## src/rtl/bnn_pkg.sv

```systemverilog
// Shared types and elaboration helpers for the sequential BNN classifier.
package bnn_pkg;

  typedef enum logic [1:0] {
    ST_IDLE,
    ST_EVAL,
    ST_DONE
  } bnn_state_e;

  // All-ones class code reserved for "no class cleared the threshold".
  function automatic int unsigned reject_code(input int unsigned out_w);
    return (32'd1 << out_w) - 32'd1;
  endfunction

  function automatic bit params_ok(input int n_in, input int n_class, input int out_w);
    return (n_in >= 1) && (n_class >= 2) && (n_class <= ((1 << out_w) - 1));
  endfunction

endpackage

```

## src/rtl/bnn_popcount.sv

```systemverilog
// Combinational population count of an N_IN-bit vector.
module bnn_popcount #(
  parameter int N_IN  = 7,
  parameter int CNT_W = $clog2(N_IN + 1)
) (
  input  logic [N_IN-1:0]  vec_i,
  output logic [CNT_W-1:0] cnt_o
);

  // NOTE: always_comb assigns a default before accumulating, so no latch is inferred.
  always_comb begin
    cnt_o = '0;
    for (int i = 0; i < N_IN; i++) begin
      cnt_o = cnt_o + CNT_W'(vec_i[i]);
    end
  end

endmodule

```

## src/rtl/bnn_seq_classifier.sv

```systemverilog
// Loadable XNOR-popcount classifier scoring one class per cycle and reporting the arg-max.
// Optional BNN_THRESH_EN adds a thresh port; best scores below it report the reject code.
module bnn_seq_classifier
  import bnn_pkg::*;
#(
  parameter int N_IN    = 7,
  parameter int N_CLASS = 10,
  parameter int OUT_W   = 4,
  parameter int SCORE_W = $clog2(N_IN + 1),
  parameter int ADDR_W  = $clog2(N_CLASS)
) (
  input  logic               clk,
  input  logic               rst,
  input  logic               in_valid,
  output logic               in_ready,
  input  logic [N_IN-1:0]    in_data,
  input  logic               wr_en,
  input  logic [ADDR_W-1:0]  wr_addr,
  input  logic [N_IN-1:0]    wr_data,
  output logic               out_valid,
  input  logic               out_ready,
  output logic [OUT_W-1:0]   out_class,
  output logic [SCORE_W-1:0] out_score,
  output logic               busy
`ifdef BNN_THRESH_EN
  ,
  input  logic [SCORE_W-1:0] thresh
`endif
);

  if (!params_ok(N_IN, N_CLASS, OUT_W)) begin : g_param_err
    $error("bnn_seq_classifier: illegal N_IN/N_CLASS/OUT_W combination");
  end

  bnn_state_e          state_q, state_d;
  logic [N_IN-1:0]     w_q [N_CLASS];
  logic [N_IN-1:0]     x_q;
  logic [ADDR_W-1:0]   idx_q;
  logic [SCORE_W-1:0]  best_q;
  logic [ADDR_W-1:0]   best_idx_q;
  logic [OUT_W-1:0]    out_class_q, out_class_d;
  logic [SCORE_W-1:0]  out_score_q;

  logic [SCORE_W-1:0]  score;
  logic                take;
  logic                last;
  logic [SCORE_W-1:0]  win_score;
  logic [ADDR_W-1:0]   win_idx;

  assign busy      = (state_q != ST_IDLE);
  assign in_ready  = (state_q == ST_IDLE);
  assign out_valid = (state_q == ST_DONE);
  assign out_class = out_class_q;
  assign out_score = out_score_q;

  bnn_popcount #(
    .N_IN  (N_IN),
    .CNT_W (SCORE_W)
  ) u_popcount (
    .vec_i (~(x_q ^ w_q[idx_q])),
    .cnt_o (score)
  );

  // Strict greater-than keeps the lowest index on ties.
  assign take      = (idx_q == '0) || (score > best_q);
  assign win_score = take ? score : best_q;
  assign win_idx   = take ? idx_q : best_idx_q;
  assign last      = (idx_q == ADDR_W'(N_CLASS - 1));

`ifdef BNN_THRESH_EN
  localparam logic [OUT_W-1:0] REJECT = OUT_W'(reject_code(OUT_W));
  assign out_class_d = (win_score < thresh) ? REJECT : OUT_W'(win_idx);
`else
  assign out_class_d = OUT_W'(win_idx);
`endif

  always_comb begin
    state_d = state_q;
    case (state_q)
      ST_IDLE: if (in_valid) state_d = ST_EVAL;
      ST_EVAL: if (last)     state_d = ST_DONE;
      ST_DONE: if (out_ready) state_d = ST_IDLE;
      default: state_d = ST_IDLE;
    endcase
  end

  always_ff @(posedge clk) begin
    if (rst) state_q <= ST_IDLE;
    else     state_q <= state_d;
  end

  // NOTE: the weight bank must read as zero after reset, so it is built from resettable flops, not RAM.
  always_ff @(posedge clk) begin
    if (rst) begin
      for (int k = 0; k < N_CLASS; k++) w_q[k] <= '0;
    end else if (wr_en && !busy && (32'(wr_addr) < N_CLASS)) begin
      w_q[wr_addr] <= wr_data;
    end
  end

  always_ff @(posedge clk) begin
    if (rst) begin
      x_q         <= '0;
      idx_q       <= '0;
      best_q      <= '0;
      best_idx_q  <= '0;
      out_class_q <= '0;
      out_score_q <= '0;
    end else begin
      case (state_q)
        ST_IDLE: begin
          if (in_valid) begin
            x_q   <= in_data;
            idx_q <= '0;
          end
        end
        ST_EVAL: begin
          best_q     <= win_score;
          best_idx_q <= win_idx;
          if (last) begin
            out_class_q <= out_class_d;
            out_score_q <= win_score;
          end else begin
            idx_q <= idx_q + 1'b1;
          end
        end
        default: ;
      endcase
    end
  end

endmodule

```

## config.mk

```make
export PLATFORM = sky130hd
export DESIGN_NAME = bnn_seq_classifier
export DESIGN_NICKNAME = d
export VERILOG_FILES = /design/src/rtl/bnn_pkg.sv /design/src/rtl/bnn_popcount.sv /design/src/rtl/bnn_seq_classifier.sv
export SDC_FILE = /design/constraint.sdc
export NUM_CORES = 1
export LEC_CHECK = 0
export ABC_CLOCK_PERIOD_IN_PS = 7800
export BUFFER_PORTS_ARGS = -buffer_cell sky130_fd_sc_hd__buf_2
export CORE_MARGIN = 3
export CORE_UTILIZATION = 45
export DETAILED_ROUTE_END_ITERATION = 8
export PLACE_DENSITY = 0.68
export SLEW_MARGIN = 40
export SYNTH_ARGS = -nofsm -noshare
export SYNTH_HDL_FRONTEND = slang
export SYNTH_SLANG_ARGS = --single-unit
```

## constraint.sdc

```tcl
create_clock -name clk -period 7.8 [get_ports clk]
set_input_delay 0.39 -clock clk [delete_from_list [all_inputs] [get_ports clk]]
set_output_delay 0.39 -clock clk [all_outputs]
set_load 0.01 [all_outputs]
```

-- Yosys cells after proc, flatten, opt, wreduce, memory -nomap -nowiden
Memories as Yosys holds them, arrays and structs flattened. A register that Yosys moved wholly into a read port is not among the register bits.
Cells that the tools add are included.
- bitwise gates (word level): 2
- eq/ne operators: 7
- muxes and demuxes: 19
- magnitude comparators: 2
- $add $sub $neg: 7
- reduce and logical (&&, ||, !) cells: 13
- operators by type and width (kind ; number):
    4-bit 2-to-1 mux ; 6
    3-bit by 1-bit adder with 3-bit output ; 5
    4-bit one-hot mux with 2 select lines ; 1
    7-bit 2-to-1 mux ; 1
    7-bit NOT ; 1
    7-bit OR reduction ; 1
    7-bit bitwise XOR ; 1
    1-bit 2-to-1 mux ; 6
    2-bit 2-to-1 mux ; 3
    2-bit != test, second input constant ; 3
    2-bit one-hot mux with 3 select lines ; 1
    3-bit AND reduction ; 2
    4-bit by 1-bit adder with 4-bit output, second input constant ; 1
    4-bit equality test, second input constant ; 1
    4-bit zero test ; 1
    4-bit < comparator, second input constant ; 1
    2-bit AND reduction ; 2
    2-bit nonzero test ; 2
    3-bit greater-than comparator ; 1
    3-bit 2-to-1 mux ; 1
    1-bit by 1-bit adder with 2-bit output ; 1
    2-bit by 1-bit equality test with 1-bit output, second input constant ; 1
    2-bit equality test, second input constant ; 1
    1-bit logical AND ; 2
    4 further kinds ; 4
- memories kept: 1
- RAM bits: 70
- bits in registers: 27
- output and inout bits: 10
- word-level logic and storage cells: 58
- memory list (name ; depth ; width ; read ports ; clocked after memory_dff ; wr ports ; line ; text):
    w_q ; 10 ; 7 ; 1 ; 1 ; 10 ; bnn_seq_classifier.sv:36 ; logic [N_IN-1:0] w_q [N_CLASS];

-- Depth between registers and ports, before layout
- depth in word-level cells: 11
- depth in mapped cells: 20
- depth with buffers taken out: 17

-- Modules after synthesis
Synthesis repeated with hierarchy kept, for this count alone.
- cells, all modules: 454
- area, all modules: 6291.0 µm²
- modules (own cells, without submodules) (module ; times used ; area an instance (µm²) ; cells each):
    bnn_seq_classifier ; 1 ; 6180.9 ; 442
    bnn_popcount ; 1 ; 110.1 ; 12

-- Least setup slack after synthesis
No wires, ideal clock.
- path kind: register -> register
- start: register with a tool-made name
- end: register best_q[0]
- data arrival time: 4.831 ns
- setup time: 0.072 ns
- path slack: 2.897 ns
- path buffers: 2
- cell stages (with the launch flop): 20
- cells stage by stage: dfxtp_1 buf_4 mux4_2 mux2i_1 mux2i_1 xnor2_1 ha_1 inv_1 fa_1 inv_1 fa_1 ha_1 fa_1 xor2_1 ha_1 and3b_1 o21a_1 buf_2 o21ai_0 mux2i_1
- RTL lines (item ; line ; text):
    end signal: assignment ; bnn_seq_classifier.sv:118 ; best_q <= win_score;
    end: declaration ; bnn_seq_classifier.sv:39 ; logic [SCORE_W-1:0] best_q;

==> out/metrics.yaml <==
status: "finished clean"
synth_edf_count: 112
root_buffer: "clkbuf_16"
cp.required_ps: 8140
fp.dieH_um: 124.3
vias: 3833
globalplace.congestion: 0.8668
worstMarginPinSlew_ps: 760.7
ant_nets: 0
final_util_pct: 54.96
synth.area.top_cells: "edfxtp_1, mux4_2, dfxtp_1"
peakVddDrop_v: 0.0001506
clock-sinks: 143
syn_inst: 451
antenna_found_initial: 0
finalNonFillerCells: 717
area_growth_pct: 17.41
io_pins: 33
drv_cap: 0
synth_async_sr_flop_share_pct: 0
wl_per_cell_um: 17.83
fin_crit_sh_pct: 71.56
leakagePower_nw: 2.704
start_kind: "register"
die_w_um: 124.3
drt_first_pass_iters: 5
hold_class: "input port to register"
cts_buffers: 17
cts-hold-fix-buffers: 0
yosysTopAreaCell: "edfxtp_1"
crit_type: "register to register"
swShare_pct: 25.19
relSlewSlack_pct: 49.10
ys_seq_elements: 143
preCtsSetupSlack_ps: 2175
synth_cell_types: 48
finalHoldViolations: 0
cts_tree: "yes"
grt_remaining_overflow: 0
cts_htree_levels: 4
antennaDiodeCount: 0
start_util_pct: 46.81
fin_skew_ps: 4.789
end_kind: "register"
yosysWarningCount: 0
viasPerCell: 5.346
p_per_area_nw_per_um2: 277.5
tns_ps: 0
grt_util_all_layers_pct: 17.50
p_comb_share_pct: 15.2
setup_ws_ps: 2219
drive_gt1_share_pct: 20.15
synth_top_area_share_pct: 53.41
clk_pin_slew_worst_paths_ps: 60
p_int_mw: 1.535
cts_resized: 0
rsz0062_at_grt: "false"
grt_pass1_wl_um: 20710
clock.fmax_mhz: 179.2
clockBufferDepth: 2
maxSlewViolCount: 0
post_cts_buffers: 0
setup_viol: 0
synthesis.area_um2: 6297
row_count: 42
ys_seq_area_share_pct: 63.26
clockPowerShare_pct: 42.0
syn_avg_cell_area_um2: 13.96
critPathMaxFanout: 11
arrival_ps: 5920
p_switching_mw: 0.5168
clk_latency_ps: 410
totalWireLength_um: 12780
grt_max_degree: 28
core_um2: 13450
grt_pass1_vias: 3876
first_iter_violations: 417
dieArea_um2: 15450
min_period_ps: 5581
dpl.cell_count: 686
sequentialPowerShare_pct: 42.9
yosys-top-cells-count: "edfxtp_1, nor2_1, nand2_1"
nNetsFinal: 564
dp_hpwl_um: 8954
power_mw: 2.051
ys.flop_type: "edfxtp_1"
portBuffers: 32
drc: 0
yosysMostFrequentCell: "edfxtp_1"
flip-flops by register name (all words and copies together), names as in the netlist, named ones only:
name / cells
best_idx_q: 4
best_q: 3
idx_q: 4
out_class: 4
out_score: 3
state_q: 2
w_q: 112
x_q: 7
cells in the final DEF, fill, tap and decap left out, types with 6 or more instances in the layout:
cell / synthesis / layout
nand2_2: 7 / 7
ha_1: 9 / 9
o21ai_0: 7 / 7
mux4_2: 28 / 28
nand3_1: 12 / 12
buf_2: 7 / 32
inv_1: 16 / 16
nor3_1: 6 / 6
mux2i_1: 24 / 24
conb_1: 1 / 42
edfxtp_1: 112 / 112
nand2_1: 37 / 37
clkbuf_16: 0 / 17
nor2_1: 75 / 75
dfxtp_1: 31 / 31
a21oi_1: 15 / 15
metrics by stage:
| stage | hold slack [ps] | area, um2 |
|---|---|---|
| floorplan | 435.0 | 6451 |
| global placement | 457.5 | 6763 |
| detailed placement | 451.0 | 6769 |
| CTS | 206.0 | 7393 |
| global route | 217.8 | 7393 |
| finish | 216.4 | 7393 |
logic make-up (layout without fill, tap and decap cells):
group,count (synthesis),count (layout),synth area share [%]
adders and majority gates,12,12,2.742
and+or+nand+nor,161,161,12.46
muxes,52,52,13.83
other,1,42,0.05955
DFF,143,143,63.26
AOI/OAI and AO/OA,37,37,3.676
xor gates and xnor gates,10,10,1.391
buffers and inverters,35,84,2.583
layer usage:
layer | GRT usage (%) | vias to the layer above | wire length (um)
li1 | - | 1778 | -
met2 | 27.64 | 145 | 6159
met1 | 23.38 | 1895 | 5499
met5 | 0 | - | 0
met4 | 5.351 | 0 | 186
met3 | 5.446 | 15 | 936
path summary, 6_finish.rpt:
path	start	to	slack, ps	cells past startpoint
hold / removal	in_data[6]	x_q[6]	220	3
setup / recovery	register	best_q[0]	2220	16
hold reg to reg	best_idx_q[1]	best_idx_q[1]	470	2
setup reg to reg	register	best_q[0]	2220	16
power groups by stage:
stage | clock (mW) | combinational, mW | sequential, mW
after floorplan | 0 | 0.249 | 0.885
after global placement | 0 | 0.295 | 0.893
after detailed placement | 0 | 0.306 | 0.895
after CTS | 0.868 | 0.308 | 0.880
after global routing | 0.903 | 0.347 | 0.883
final | 0.861 | 0.311 | 0.879
worst max-delay path, stage by stage (launching register included):
cell and delay (ps):
dfxtp_1 760, buf_4 380, mux4_2 550, mux2i_1 130, mux2i_1 140, xor2_1 210, fa_1 520, inv_1 50
fa_1 470, ha_1 220, fa_1 370, xor2_1 280, ha_1 310, and3b_1 200, o21a_1 310, o21ai_0 350
mux2i_1 230
area by class of cell:
type                    instances  area, um2
multi-input cells             314       2311
well taps                     176      220.2
clock buffers                  19      432.9
fillers                      1141       6060
flip-flops and latches        143       3984
inverters                      17      63.81
repair buffers                 36      190.2
clock inverters                12      191.4
No activity file was read; power rests on OpenSTA's default activity.
